===== config.mk =====
export PLATFORM = sky130hd
export DESIGN_NAME = blowfish_round_ctrl_flat
export DESIGN_NICKNAME = d
export VERILOG_FILES = /design/src/rtl/blowfish_round_ctrl_if.sv /design/src/rtl/blowfish_round_ctrl.sv /design/src/flat_wrapper.sv
export SDC_FILE = /design/constraint.sdc
export NUM_CORES = 1
export LEC_CHECK = 0
export BUFFER_PORTS_ARGS = -buffer_cell sky130_fd_sc_hd__clkbuf_2
export CORE_UTILIZATION = 30
export CTS_CLUSTER_DIAMETER = 120
export DETAILED_ROUTE_END_ITERATION = 7
export PLACE_DENSITY_LB_ADDON = 0.3
export SYNTH_ARGS = -nofsm -noshare
export SYNTH_HDL_FRONTEND = slang
export SYNTH_SLANG_ARGS = --single-unit

===== constraint.sdc =====
create_clock -name clock -period 9.16 [get_ports clock]
set_input_delay 0.458 -clock clock [delete_from_list [all_inputs] [get_ports clock]]
set_output_delay 0.458 -clock clock [all_outputs]
set_load 0.02 [all_outputs]

===== src/rtl/blowfish_round_ctrl_if.sv =====
// Block, P-array write and F-unit signals of the Blowfish round sequencer.
// The slave modport is the sequencer; the master is the surrounding system.
interface blowfish_round_ctrl_if;
    logic        mode;
    logic        in_valid;
    logic [63:0] in_data;
    logic        in_ready;
    logic        out_valid;
    logic [63:0] out_data;
    logic        out_ready;
    logic        p_wr_en;
    logic [4:0]  p_wr_addr;
    logic [31:0] p_wr_data;
    logic        p_wr_err;
    logic [31:0] f_in;
    logic [31:0] f_out;
    logic        busy;

    modport slave (
        input  mode, in_valid, in_data, out_ready,
        input  p_wr_en, p_wr_addr, p_wr_data, f_out,
        output in_ready, out_valid, out_data, p_wr_err, f_in, busy
    );

    modport master (
        output mode, in_valid, in_data, out_ready,
        output p_wr_en, p_wr_addr, p_wr_data, f_out,
        input  in_ready, out_valid, out_data, p_wr_err, f_in, busy
    );
endinterface


===== src/rtl/blowfish_round_ctrl.sv =====
// Blowfish round sequencer: one Feistel round per cycle over an external F unit,
// owns the P-array and keeps one 64-bit block in flight.
//   state | meaning
//   IDLE  | waiting for a block; P-array writable
//   ROUND | one Feistel round per cycle, k counts rounds done
//   FINAL | output whitening with the two outer P entries
//   HOLD  | result presented until the consumer takes it
module blowfish_round_ctrl #(
    parameter int ROUNDS = 16
) (
    input  logic                clock,
    input  logic                reset,
    blowfish_round_ctrl_if.slave bus
);
    localparam int         PDEPTH   = ROUNDS + 2;
    localparam logic [4:0] LAST_IDX = 5'(ROUNDS + 1);
    localparam logic [4:0] LAST_K   = 5'(ROUNDS - 1);

    typedef enum logic [1:0] {IDLE, ROUND, FINAL, HOLD} state_t;

    state_t      state_q, state_d;
    logic [31:0] l_q, l_d;
    logic [31:0] r_q, r_d;
    logic [4:0]  k_q, k_d;
    logic        mode_q, mode_d;
    logic [63:0] out_data_q, out_data_d;
    logic        out_valid_q, out_valid_d;
    logic        p_wr_err_q, p_wr_err_d;

    logic [31:0] p_q [PDEPTH];
    logic [4:0]  p_idx;
    logic [31:0] p_rnd;
    logic [31:0] p_a;
    logic [31:0] p_b;
    logic        p_wr_ok;

    // Decrypt walks the P-array backwards and swaps the whitening pair.
    assign p_idx   = mode_q ? (LAST_IDX - k_q) : k_q;
    assign p_rnd   = p_q[p_idx];
    assign p_a     = mode_q ? p_q[0] : p_q[ROUNDS + 1];
    assign p_b     = mode_q ? p_q[1] : p_q[ROUNDS];
    assign p_wr_ok = (state_q == IDLE) && (bus.p_wr_addr <= LAST_IDX);

    // Key material survives reset, so the array has no reset branch.
    always_ff @(posedge clock) begin
        if (bus.p_wr_en && p_wr_ok) begin
            p_q[bus.p_wr_addr] <= bus.p_wr_data;
        end
    end

    always_ff @(posedge clock or posedge reset) begin
        if (reset) begin
            state_q     <= IDLE;
            l_q         <= '0;
            r_q         <= '0;
            k_q         <= '0;
            mode_q      <= 1'b0;
            out_data_q  <= '0;
            out_valid_q <= 1'b0;
            p_wr_err_q  <= 1'b0;
        end else begin
            state_q     <= state_d;
            l_q         <= l_d;
            r_q         <= r_d;
            k_q         <= k_d;
            mode_q      <= mode_d;
            out_data_q  <= out_data_d;
            out_valid_q <= out_valid_d;
            p_wr_err_q  <= p_wr_err_d;
        end
    end

    always_comb begin
        state_d     = state_q;
        l_d         = l_q;
        r_d         = r_q;
        k_d         = k_q;
        mode_d      = mode_q;
        out_data_d  = out_data_q;
        out_valid_d = out_valid_q;
        p_wr_err_d  = bus.p_wr_en && !p_wr_ok;
        case (state_q)
            IDLE: begin
                if (bus.in_valid) begin
                    l_d     = bus.in_data[63:32];
                    r_d     = bus.in_data[31:0];
                    mode_d  = bus.mode;
                    k_d     = '0;
                    state_d = ROUND;
                end
            end
            ROUND: begin
                l_d = r_q ^ bus.f_out;
                r_d = l_q ^ p_rnd;
                k_d = k_q + 5'd1;
                if (k_q == LAST_K) begin
                    state_d = FINAL;
                end
            end
            FINAL: begin
                out_data_d  = {r_q ^ p_a, l_q ^ p_b};
                out_valid_d = 1'b1;
                state_d     = HOLD;
            end
            HOLD: begin
                if (bus.out_ready) begin
                    out_valid_d = 1'b0;
                    state_d     = IDLE;
                end
            end
            default: state_d = IDLE;
        endcase
    end

    assign bus.in_ready  = (state_q == IDLE);
    assign bus.busy      = (state_q != IDLE);
    assign bus.out_valid = out_valid_q;
    assign bus.out_data  = out_data_q;
    assign bus.p_wr_err  = p_wr_err_q;
    assign bus.f_in      = (state_q == ROUND) ? (l_q ^ p_rnd) : 32'h0;
endmodule


===== src/flat_wrapper.sv =====
// flat-port wrapper written by rule: the top's interface ports become plain ports
module blowfish_round_ctrl_flat 
#(
    parameter int ROUNDS = 16
)
  (clock, reset, bus_mode, bus_in_valid, bus_in_data, bus_out_ready, bus_p_wr_en, bus_p_wr_addr, bus_p_wr_data, bus_f_out, bus_in_ready, bus_out_valid, bus_out_data, bus_p_wr_err, bus_f_in, bus_busy);
  blowfish_round_ctrl_if bus_i ();
  input  logic clock;
  input  logic reset;
  input wire logic [$bits(bus_i.mode)-1:0] bus_mode;
  input wire logic [$bits(bus_i.in_valid)-1:0] bus_in_valid;
  input wire logic [$bits(bus_i.in_data)-1:0] bus_in_data;
  input wire logic [$bits(bus_i.out_ready)-1:0] bus_out_ready;
  input wire logic [$bits(bus_i.p_wr_en)-1:0] bus_p_wr_en;
  input wire logic [$bits(bus_i.p_wr_addr)-1:0] bus_p_wr_addr;
  input wire logic [$bits(bus_i.p_wr_data)-1:0] bus_p_wr_data;
  input wire logic [$bits(bus_i.f_out)-1:0] bus_f_out;
  output wire logic [$bits(bus_i.in_ready)-1:0] bus_in_ready;
  output wire logic [$bits(bus_i.out_valid)-1:0] bus_out_valid;
  output wire logic [$bits(bus_i.out_data)-1:0] bus_out_data;
  output wire logic [$bits(bus_i.p_wr_err)-1:0] bus_p_wr_err;
  output wire logic [$bits(bus_i.f_in)-1:0] bus_f_in;
  output wire logic [$bits(bus_i.busy)-1:0] bus_busy;
  assign bus_i.mode = bus_mode;
  assign bus_i.in_valid = bus_in_valid;
  assign bus_i.in_data = bus_in_data;
  assign bus_i.out_ready = bus_out_ready;
  assign bus_i.p_wr_en = bus_p_wr_en;
  assign bus_i.p_wr_addr = bus_p_wr_addr;
  assign bus_i.p_wr_data = bus_p_wr_data;
  assign bus_i.f_out = bus_f_out;
  assign bus_in_ready = bus_i.in_ready;
  assign bus_out_valid = bus_i.out_valid;
  assign bus_out_data = bus_i.out_data;
  assign bus_p_wr_err = bus_i.p_wr_err;
  assign bus_f_in = bus_i.f_in;
  assign bus_busy = bus_i.busy;
  blowfish_round_ctrl #(.ROUNDS(ROUNDS)) u_core (.clock(clock), .reset(reset), .bus(bus_i));
endmodule

Word-level counts from Yosys, hierarchy flattened
Memories as Yosys holds them, arrays and structs flattened.
Cells that the tools add are included.
W data, S select, Z words.
{"block": "word_totals", "regBits": 138, "latch_bits": 0, "ramBits": 576, "romBits": 0, "inputBits": 139, "out_inout_bits": 100, "elab_cells": 53, "n_memories": 1}
{"memory": "u_core.p_q", "words": 18, "width": 32, "read_ports": 5, "rd_ports_with_merged_regs": 0, "wr": 1, "line": "blowfish_round_ctrl.sv:30", "source": "logic [31:0] p_q [PDEPTH];"}
{"block": "op_classes", "add_sub_neg": 2, "mul": 0, "n_div": 0, "magnitude_cmp": 1, "n_eq_ne": 7, "shift": 0, "n_mux": 18, "bitwise_logic": 4, "n_reduce_logical": 12}
{"cell": "$mux W32", "count": 5}
{"cell": "$pmux W32 S2", "count": 2}
{"cell": "$xor A32 B32 Y32", "count": 4}
{"cell": "$mux W5", "count": 2}
{"cell": "$pmux W5 S2", "count": 1}
{"cell": "$pmux W2 S4", "count": 1}
{"cell": "$mux W2", "count": 3}
{"cell": "$reduce_and A2 Y1", "count": 3}
{"cell": "$reduce_bool A2 Y1", "count": 3}
{"cell": "$add A5 B1 Y5 const B", "count": 1}
{"cell": "$eq A5 B4 Y1 const B", "count": 1}
{"cell": "$le A5 B5 Y1 const B", "count": 1}
{"cell": "$sub A5 B5 Y5 const A", "count": 1}
{"cell": "$eq A2 B2 Y1 const B", "count": 2}
{"cell": "$ne A2 B2 Y1 const B", "count": 2}
{"cell": "$logic_and A1 B1 Y1", "count": 3}
{"cell": "$mux W1", "count": 3}
{"cell": "$reduce_and A3 Y1", "count": 1}
{"cell": "$eq A2 B1 Y1 const B", "count": 1}
{"cell": "$logic_not A2 Y1", "count": 1}
{"cell": "$ne A2 B1 Y1 const B", "count": 1}
{"cell": "$pmux W1 S2", "count": 1}
{"cell": "$logic_not A1 Y1", "count": 1}

Depth between registers and ports, before layout
Gate-level depths: netlist of the first run.
{"block": "logic_depth", "ltp_word": 5, "depth_mapped": 12, "mapped_depth_nobuf": 8}

Least setup slack after synthesis of the first run
Ideal clock, no wire load.
{"block": "synth_path", "path_type": "register -> output", "from": "reg u_core.k_q[1]", "to": "out bus_f_in[24]", "arrival_time_ns": 2.860, "required_ns": 8.702, "slack_ns": 5.842, "path_stages_with_launch": 11, "n_path_buf": 3, "path_cell_list": "dfrtp_1 > buf_2 > clkinv_1 > ha_1 > mux2i_1 > buf_2 > buf_2 > mux2i_1 > o221ai_1 > or3_1 > a21oi_1"}
{"block": "synth_via", "elab_chain_cells": 5}
{"item": "start: declaration", "line": "blowfish_round_ctrl.sv:24", "source": "logic [4:0] k_q, k_d;"}
{"item": "start signal: assignment", "line": "blowfish_round_ctrl.sv:65", "source": "k_q <= k_d;"}
{"item": "$sub A5 B5 Y5", "line": "blowfish_round_ctrl.sv:38", "source": "assign p_idx = mode_q ? (LAST_IDX - k_q) : k_q;"}
{"item": "$mux W5 (*)", "line": "blowfish_round_ctrl.sv:38"}
{"item": "$mem_v2 Z18 W32 (*)"}
{"item": "$xor A32 B32 Y32 (*)", "line": "blowfish_round_ctrl.sv:120", "source": "assign bus.f_in = (state_q == ROUND) ? (l_q ^ p_rnd) : 32'h0;"}
{"item": "$mux W32 (*)", "line": "blowfish_round_ctrl.sv:120"}
{"item": "end: declaration", "line": "flat_wrapper.sv:22", "source": "output wire logic [$bits(bus_i.f_in)-1:0] bus_f_in;"}
Mark *: on every way between the ends. The rest lies on a longest branch, timed or not.

Final worst setup path of the first run
{"block": "layout_path", "from": "reg u_core.mode_q", "to": "out bus_f_in[4]"}
{"block": "layout_via", "elab_chain_cells": 4}
{"item": "start: declaration", "line": "blowfish_round_ctrl.sv:25", "source": "logic mode_q, mode_d;"}
{"item": "start signal: assignment", "line": "blowfish_round_ctrl.sv:66", "source": "mode_q <= mode_d;"}
{"item": "$mux W5", "line": "blowfish_round_ctrl.sv:38"}
{"item": "$mem_v2 Z18 W32"}
{"item": "$xor A32 B32 Y32", "line": "blowfish_round_ctrl.sv:120"}
{"item": "$mux W32", "line": "blowfish_round_ctrl.sv:120"}
No other way between the ends.

==> summary.txt, run 1 <==
Global routing
  • Tot GR Track Use: 16.7%
  • Congestion Overflow GR: 0
  • Vias in the first global route: between 15000 and 20000
  • Global-route wire length before repair: 127000 um
  • Largest net degree at the start of global routing: 92
  • Initial antenna violation count: 3

Logic synthesis
  • Syn nets: between 2000 and 2500
  • Synthesized flop and latch total: about 710
  • Post-synth top area cell: edfxtp_1
  • Post-synthesis instance total: slightly above 2000
  • Post-synth EDFFs: 576
  • Synth unique cells: 55
  • Top-area cell type share of the netlist area: 56.1%
  • Seq/Total Area, Yosys: 67.3%
  • Async S/R FF share, synth: ~19%
  • Mapped cell area: 30800 um2
  • Mean area per synthesized cell: 15.1 um2
  • Ys Warns: 0
  • Most used DFF post-synth: edfxtp_1
  • Area contributors post-synth: edfxtp_1, dfrtp_1, mux2i_1

Timing
  • Final Critical Period: between 5 and 6 ns
  • Final period util: slightly below 60%
  • Hold Slack: -0.0171 ns
  • Max Freq: 0.187 GHz
  • Setup_tns: 0 ns
  • Final setup fails: 0
  • Final hold vios: 3
  • Final clock skew: 0.0193 ns
  • Slew headroom: 12.5%
  • RSZ-0062 raised after global routing: no
  • Worst slew pin tran: around 1.3 ns
  • Pins Over Slew Limit: 0

Floorplanning
  • Die area: 104000 um2
  • Die extent in x: 323 um
  • Height of the die: 323 um
  • IO Count: between 200 and 250
  • Rows: about 120
  • Core area: 102000 um2
  • Initial Util: 30.3%

Setup path
  • Critical path endpoint category: output pin
  • CP Data Required Time: 8.70 ns
  • WS Path Type: register to output pin
  • CP Max Fanout: 51
  • Worst Path Arrival: 4.89 ns
  • Crit path launch type: register

Pwr
  • NetSw: 5.03 mW
  • Cell Pwr Density: 357 nW/um2
  • Clk pwr share: ~25%
  • Comb power frac: 42.9%
  • Switch share: 38.9%
  • Peak supply drop: 0.000301 V
  • Pleak: 13.1 nW
  • Flop pwr share: between 30% and 40%
  • Internal power: between 7 and 8 mW
  • Total power: about 13 mW

Clock network
  • Clock Root Buffer: clkbuf_16
  • Hold-fix buffers at CTS: 0
  • CTS tree: done
  • Clk buf depth: 3
  • Cts bufs inserted: 77
  • Post-CTS setup buffer count: 0
  • Reg clk slew, reported paths: 0.06 ns
  • CTS sink cnt: 714
  • Post-cts gate resize count: 0
  • H-Tree Depth: 3
  • Worst-Skew Late Latency: 0.64 ns

Drt
  • Vias: 19000
  • Drt first pass iters: 5
  • Residual DRC count: 0
  • Iteration-0 DRC Markers: 1636
  • Post-route ant nets: 0
  • Routed wire length per instance: 23.6 um
  • Via density: 5.10
  • Post-Route WL: 87700 um

Layout
  • Final #Nets: 2434
  • Register area: approximately 21000 um2
  • Fin cells: around 3700
  • Final core utilization: a little over a third
  • Multi-input logic area: 9610 um2
  • Fillcell total: 9689
  • Fraction of layout instances using a drive strength above 1: 23.5%
  • Synthesis-to-layout area growth: 17.5%
  • Inserted Diodes: 0

Placement
  • DP Cell Count: 3575
  • RePlAce Congestion: approximately 0.76
  • DP Wirelength: 54700 um
  • Port Buf Inserts: 238

Status
  • Failing checks: hold timing
  • Status: finished with violations

Min path
  • Hold Path Class: primary input to asynchronous set/reset pin

Flow run
  • Max cap viols: 0
metrics by stage:
step	cell area (um2)	setup WS [ns]	hold WS, ns
2_1_floorplan	30800	5.01	0.505
3_5_place_dp	33600	4.44	0.495
3_3_place_gp	33600	4.45	0.492
5_1_grt	36200	3.56	0.0405
6_report	36200	3.81	-0.0171
4_1_cts	36200	3.74	0.00420
metal layers:
| metal | global-route usage, % | part of all wire, % | wire length (um) | vias up |
|---|---|---|---|---|
| met4 | 5.25 | 2.3 | 2040 | 4 |
| met5 | 0 | 0.033 | 29 | - |
| met3 | 2.49 | 5.4 | 4700 | 129 |
| met2 | 28.2 | 49 | 43200 | 635 |
| met1 | 22.0 | 43 | 37800 | 9746 |
| li1 | - | - | - | 8443 |
cell families (layout without fill, tap and decap cells):
family | after synthesis | after routing | share of synthesized area [%]
XOR/XNOR | 101 | 101 | 2.93
flip-flops | 714 | 714 | 67.3
adder cells (fa/ha/maj) | 9 | 9 | 0.365
AO/OA/AOI/OAI | 342 | 342 | 7.57
buffers and inverters | 123 | 429 | 2.25
AND/OR/NAND/NOR | 435 | 435 | 6.75
multiplexers | 317 | 317 | 12.8
synth_stat cells, types with 24 or more instances:
master / n
clkbuf_1: 54
mux2i_1: 195
edfxtp_1: 576
nand2_1: 183
dfrtp_1: 138
mux4_2: 55
o21ai_1: 24
mux2_2: 67
or4_1: 30
nand3_1: 53
o21ai_0: 43
or3_1: 25
buf_2: 24
nor2_1: 88
xnor2_1: 99
a21oi_1: 82
a22o_1: 45
o31ai_1: 39
power by group through the flow:
stage,clock network (mW),logic [mW],registers [mW]
after floorplan,0,3.91,4.31
after CTS,3.27,5.61,4.18
after global routing,3.39,5.98,4.23
after detailed placement,0,5.59,4.25
final,3.20,5.55,4.18
after global placement,0,5.50,4.23
path summary, 6_finish.rpt:
kind	startpoint	end	slack, ns	cells past startpoint
worst max-delay path	u_core.mode_q$_DFFE_PP0P_	bus_f_in[4]	3.81	7
worst min-delay path	reset	u_core.bus.out_data[15]$_DFFE_PP0P_	-0.02	2
worst max register to register	u_core.mode_q$_DFFE_PP0P_	u_core.r_q[4]$_DFFE_PP0P_	4.94	6
worst min register to register	u_core.bus.out_data[57]$_DFFE_PP0P_	u_core.bus.out_data[57]$_DFFE_PP0P_	0.51	1
max in group asynchronous	reset	u_core.bus.out_data[61]$_DFFE_PP0P_	7.74	3
min in group clock	bus_p_wr_en	u_core.bus.p_wr_err$_DFF_PP0_	0.11	2
layout make-up:
class / instances / area share (%)
clock buffer: 97 / 5.62
clock inverter: 43 / 1.51
inverter: 11 / 0.135
multi-input combinational: 1204 / 26.5
sequential: 714 / 57.3
tap: 1368 / 4.73
timing repair buffer: 278 / 4.15
worst max-delay path, stage by stage, from the launching register on:
cell and delay [ns]:
dfrtp_4 0.85, xor2_4 0.61, buf_4 0.80, mux4_2 0.61, o32ai_1 0.60, o31ai_1 0.18
a21oi_1 0.31, clkbuf_2 0.24
registers in the layout (all words and copies together) (netlist names):
| register | cells |
|---|---|
| u_core.r_q | 32 |
| u_core.bus.p_wr_err | 1 |
| u_core.mode_q | 1 |
| u_core.bus.out_data | 64 |
| u_core.k_q | 5 |
| u_core.bus.out_valid | 1 |
| u_core.l_q | 32 |
| u_core.p_q | 576 |
| u_core.state_q | 2 |
placed cells by master, fill, tap and decap left out, drive strengths merged, types with 9 or more instances in the layout:
| cell type | netlist | routed |
|---|---|---|
| clkbuf | 54 | 335 |
| or4 | 30 | 30 |
| o32ai | 23 | 23 |
| buf | 58 | 40 |
| inv | 10 | 15 |
| a31oi | 16 | 16 |
| nor4b | 24 | 24 |
| bufinv | 0 | 11 |
| a21oi | 82 | 82 |
| edfxtp | 576 | 576 |
| o22ai | 12 | 12 |
| mux4 | 55 | 55 |
| mux2 | 67 | 67 |
| o21ai | 67 | 67 |
| a32oi | 9 | 9 |
| a22o | 45 | 45 |
| ha | 9 | 9 |
| dfrtp | 138 | 138 |
| nand2 | 183 | 183 |
| clkinv | 1 | 26 |
| nor3 | 13 | 13 |
| o31ai | 39 | 39 |
| xnor2 | 99 | 99 |
| nor2 | 89 | 89 |
| mux2i | 195 | 195 |
| nand3 | 53 | 53 |
| or3 | 25 | 25 |
| o311a | 23 | 23 |
Note: power is estimated with default switching activity, not from simulation.
==> run 2: changes to the inputs <==
Clock period 9.16 ns to 4.5 ns, I/O delays scaled along.
==> run 2 against run 1 <==
Compared with the run above: the flow now finishes without violations; worst hold slack gained 0.046 ns; non-clock buffer count up 98; total power is 110% higher; register-to-register slack worse by 3.9 ns; sequential share of layout area down 1.5 points; largest cell class unchanged.
==> summary.txt, run 2 (synthesis gave the netlist of run 1 again) <==
Timing
  • Slew headroom: 22.7% (was 12.5%)
  • Final period util: 95.6%
  • Worst slew pin tran: 1.15 ns (was 1.31 ns)
  • Hold Slack: 0.0286 ns (was -0.0171 ns)
  • Fin worst setup slack: 0.199 ns (was 3.81 ns)
  • Max Freq: 0.232 GHz
  • Final hold vios: 0 (was 3)
  • Pins Over Slew Limit: 0 (unchanged)
  • Final clock skew: 0.0185 ns (was 0.0193 ns)
  • RSZ-0062 raised after global routing: no (unchanged)
  • Final Critical Period: 4.30 ns
  • Final setup fails: 0 (unchanged)

Layout
  • Largest reg by FF count: u_core.p_q (unchanged)
  • Fillcell total: 9630 (was 9689)
  • Max reg flops: 576 (unchanged)
  • Register area: 20800 um2 (about the same)
  • Final Cell Area: 37200 um2 (was 36200 um2)
  • Inserted Diodes: 0 (unchanged)
  • Fraction of layout instances using a drive strength above 1: 23.3% (was 23.5%)
  • Multi-input logic area: 9650 um2 (was 9610 um2)
  • Commonest cells after routing, fill and taps aside: edfxtp_1, clkbuf_2, mux2i_1 (unchanged)
  • Synthesis-to-layout area growth: 20.8% (was 17.5%)
  • Final #Nets: 2535 (was 2434)
  • Leading cell type in the layout, fill and taps excluded: edfxtp_1 (unchanged)
  • Final core utilization: 36.6% (was 35.6%)

Clock network
  • Post-CTS setup buffer count: 0 (unchanged)
  • Worst-Skew Late Latency: 0.63 ns (was 0.64 ns)
  • Cts bufs inserted: 80 (was 77)
  • CTS sink cnt: 714 (unchanged)
  • Reg clk slew, reported paths: 0.06 ns (about the same)
  • H-Tree Depth: 3 (unchanged)
  • Clk buf depth: 3 (unchanged)
  • CTS tree: done (unchanged)
  • Clock Root Buffer: clkbuf_16 (unchanged)

Placement
  • Dpl ws: 0.631 ns (was 4.44 ns)
  • DP Wirelength: 57700 um (was 54700 um)
  • Port Buf Inserts: 238 (unchanged)
  • Placed inst area: 33900 um2 (was 33600 um2)
  • RePlAce Congestion: 0.792 (was 0.755)

Setup path
  • FF-to-FF Start: u_core.mode_q$_DFFE_PP0P_ (unchanged)
  • WS Path Type: register to output pin (unchanged)
  • R2R setup slack: 1.05 ns (was 4.94 ns)
  • CP Data Required Time: 4.28 ns (was 8.70 ns)
  • Worst reg2reg path depth: 7 (was 6)
  • Crit path launch type: register (unchanged)
  • Worst Path Arrival: 4.08 ns (was 4.89 ns)
  • Critical R2R Capture: u_core.r_q[10]$_DFFE_PP0P_ (was u_core.r_q[4]$_DFFE_PP0P_)
  • Critical path endpoint category: output pin (unchanged)
  • CP Max Fanout: 43 (was 51)

Drt
  • Post-Route WL: 90300 um (was 87700 um)
  • Via density: 5.08 (was 5.10)
  • Iteration-0 DRC Markers: 1462 (was 1636)
  • Post-route ant nets: 0 (unchanged)
  • Drt first pass iters: 5 (unchanged)
  • Vias: 19400 (was 19000)
  • Residual DRC count: 0 (unchanged)
  • Routed wire length per instance: 23.6 um (about the same)

Global routing
  • Vias in the first global route: 19900 (was 19100)
  • Largest net degree at the start of global routing: 86 (was 92)
  • Initial antenna violation count: 0 (was 3)
  • Global-route wire length before repair: 131000 um (was 127000 um)
  • Tot GR Track Use: 17.2% (was 16.7%)
  • Congestion Overflow GR: 0 (unchanged)

Floorplanning
  • Height of the die: 323 um (unchanged)
  • Initial Util: 30.3% (unchanged)
  • Rows: 117 (unchanged)
  • Die area: 104000 um2 (unchanged)
  • Core area: 102000 um2 (unchanged)
  • Die extent in x: 323 um (unchanged)
  • IO Count: 239 (unchanged)

Flow run
  • Max cap viols: 0 (unchanged)

Status
  • Status: complete, no violations (was finished with violations)

Pwr
  • Cell Pwr Density: 713 nW/um2 (was 357 nW/um2)
  • Peak supply drop: 0.000475 V (was 0.000301 V)
  • Pleak: 13.5 nW (was 13.1 nW)

Min path
  • WHS Path Cells: 5
  • Hold endpoint: u_core.l_q[1]$_DFFE_PP0P_
  • Hold Path Class: primary input to register (was primary input to asynchronous set/reset pin)
  • Worst min-delay path startpoint: bus_f_out[1]
==> run 2: changes by cell type in the layout (fill, tap and decap cells not counted), moves of 3 or more <==
cell           previous run  this run
clkbuf_1                 18        28
dlygate4sd3_1             0        79
buf_12                    1        15
clkbuf_8                  1         4
bufinv_16                11         2
buf_4                    39        44
clkbuf_16                78        81
==> run 2: area by class of cell <==
type / instances / area share [%]
Clock inverter: 34 / 0.682
Clock buffer: 113 / 5.88
Sequential cell: 714 / 55.8
Tap cell: 1368 / 4.60
Multi-Input combinational cell: 1204 / 25.9
Timing Repair Buffer: 376 / 7.02
Inverter: 11 / 0.131
==> run 2: repair_timing <==
item | in CTS | in global routing
setup endpoints to repair | 7 | 28
hold buffers | 79 | 0
gates resized for setup | 1 | 5
endpoints found under the hold margin | 133 | 0
==> run 2: critical path, stage by stage, from the launching register on <==
cell      delay, ns
dfrtp_2        0.51
inv_1          0.12
ha_1           0.39
mux2_4         0.45
buf_12         0.33
mux4_2         0.35
o32ai_1        0.47
o31ai_1        0.17
a21oi_1        0.36
clkbuf_2       0.25
==> run 2: how the worst max path moves through the flow <==
stage                                          from                                  to  slack, ns  depth (start not counted)
final                     u_core.k_q[2]$_DFFE_PP0P_                        bus_f_in[31]       0.20                          9
after floorplan                               reset  u_core.bus.out_data[0]$_DFFE_PP0P_       0.58                          1
after global placement    u_core.k_q[2]$_DFFE_PP0P_                        bus_f_in[17]       0.76                          9
after detailed placement  u_core.k_q[2]$_DFFE_PP0P_                        bus_f_in[17]       0.63                          9
after global routing      u_core.mode_q$_DFFE_PP0P_                        bus_f_in[10]       0.05                          8
after CTS                 u_core.k_q[2]$_DFFE_PP0P_                         bus_f_in[7]      -0.05                         10
==> run 2: per-layer routing <==
| layer | part of all wire [%] | track usage [%] |
|---|---|---|
| met5 | 0 | 0 |
| met4 | 2.6 | 5.62 |
| met3 | 5.6 | 2.30 |
| met2 | 49 | 28.9 |
| met1 | 43 | 23.0 |
==> run 2: power breakdown <==
part	leakage [nW]	switching (mW)	internal, mW	total [mW]
combinational	5.49	7.18	4.72	11.9
clock	1.20	2.63	3.52	6.15
sequential	6.84	0.641	7.83	8.47
total	13.5	10.5	16.1	26.5
==> run 2: stage by stage <==
step	total power, mW	instances	TNS, ns
6_report	26.5	3820	0
4_1_cts	26.7	3820	-0.176
5_1_grt	27.9	3820	0
3_5_place_dp	20.4	3594	0
2_1_floorplan	16.7	2041	0
3_3_place_gp	20.2	3594	0
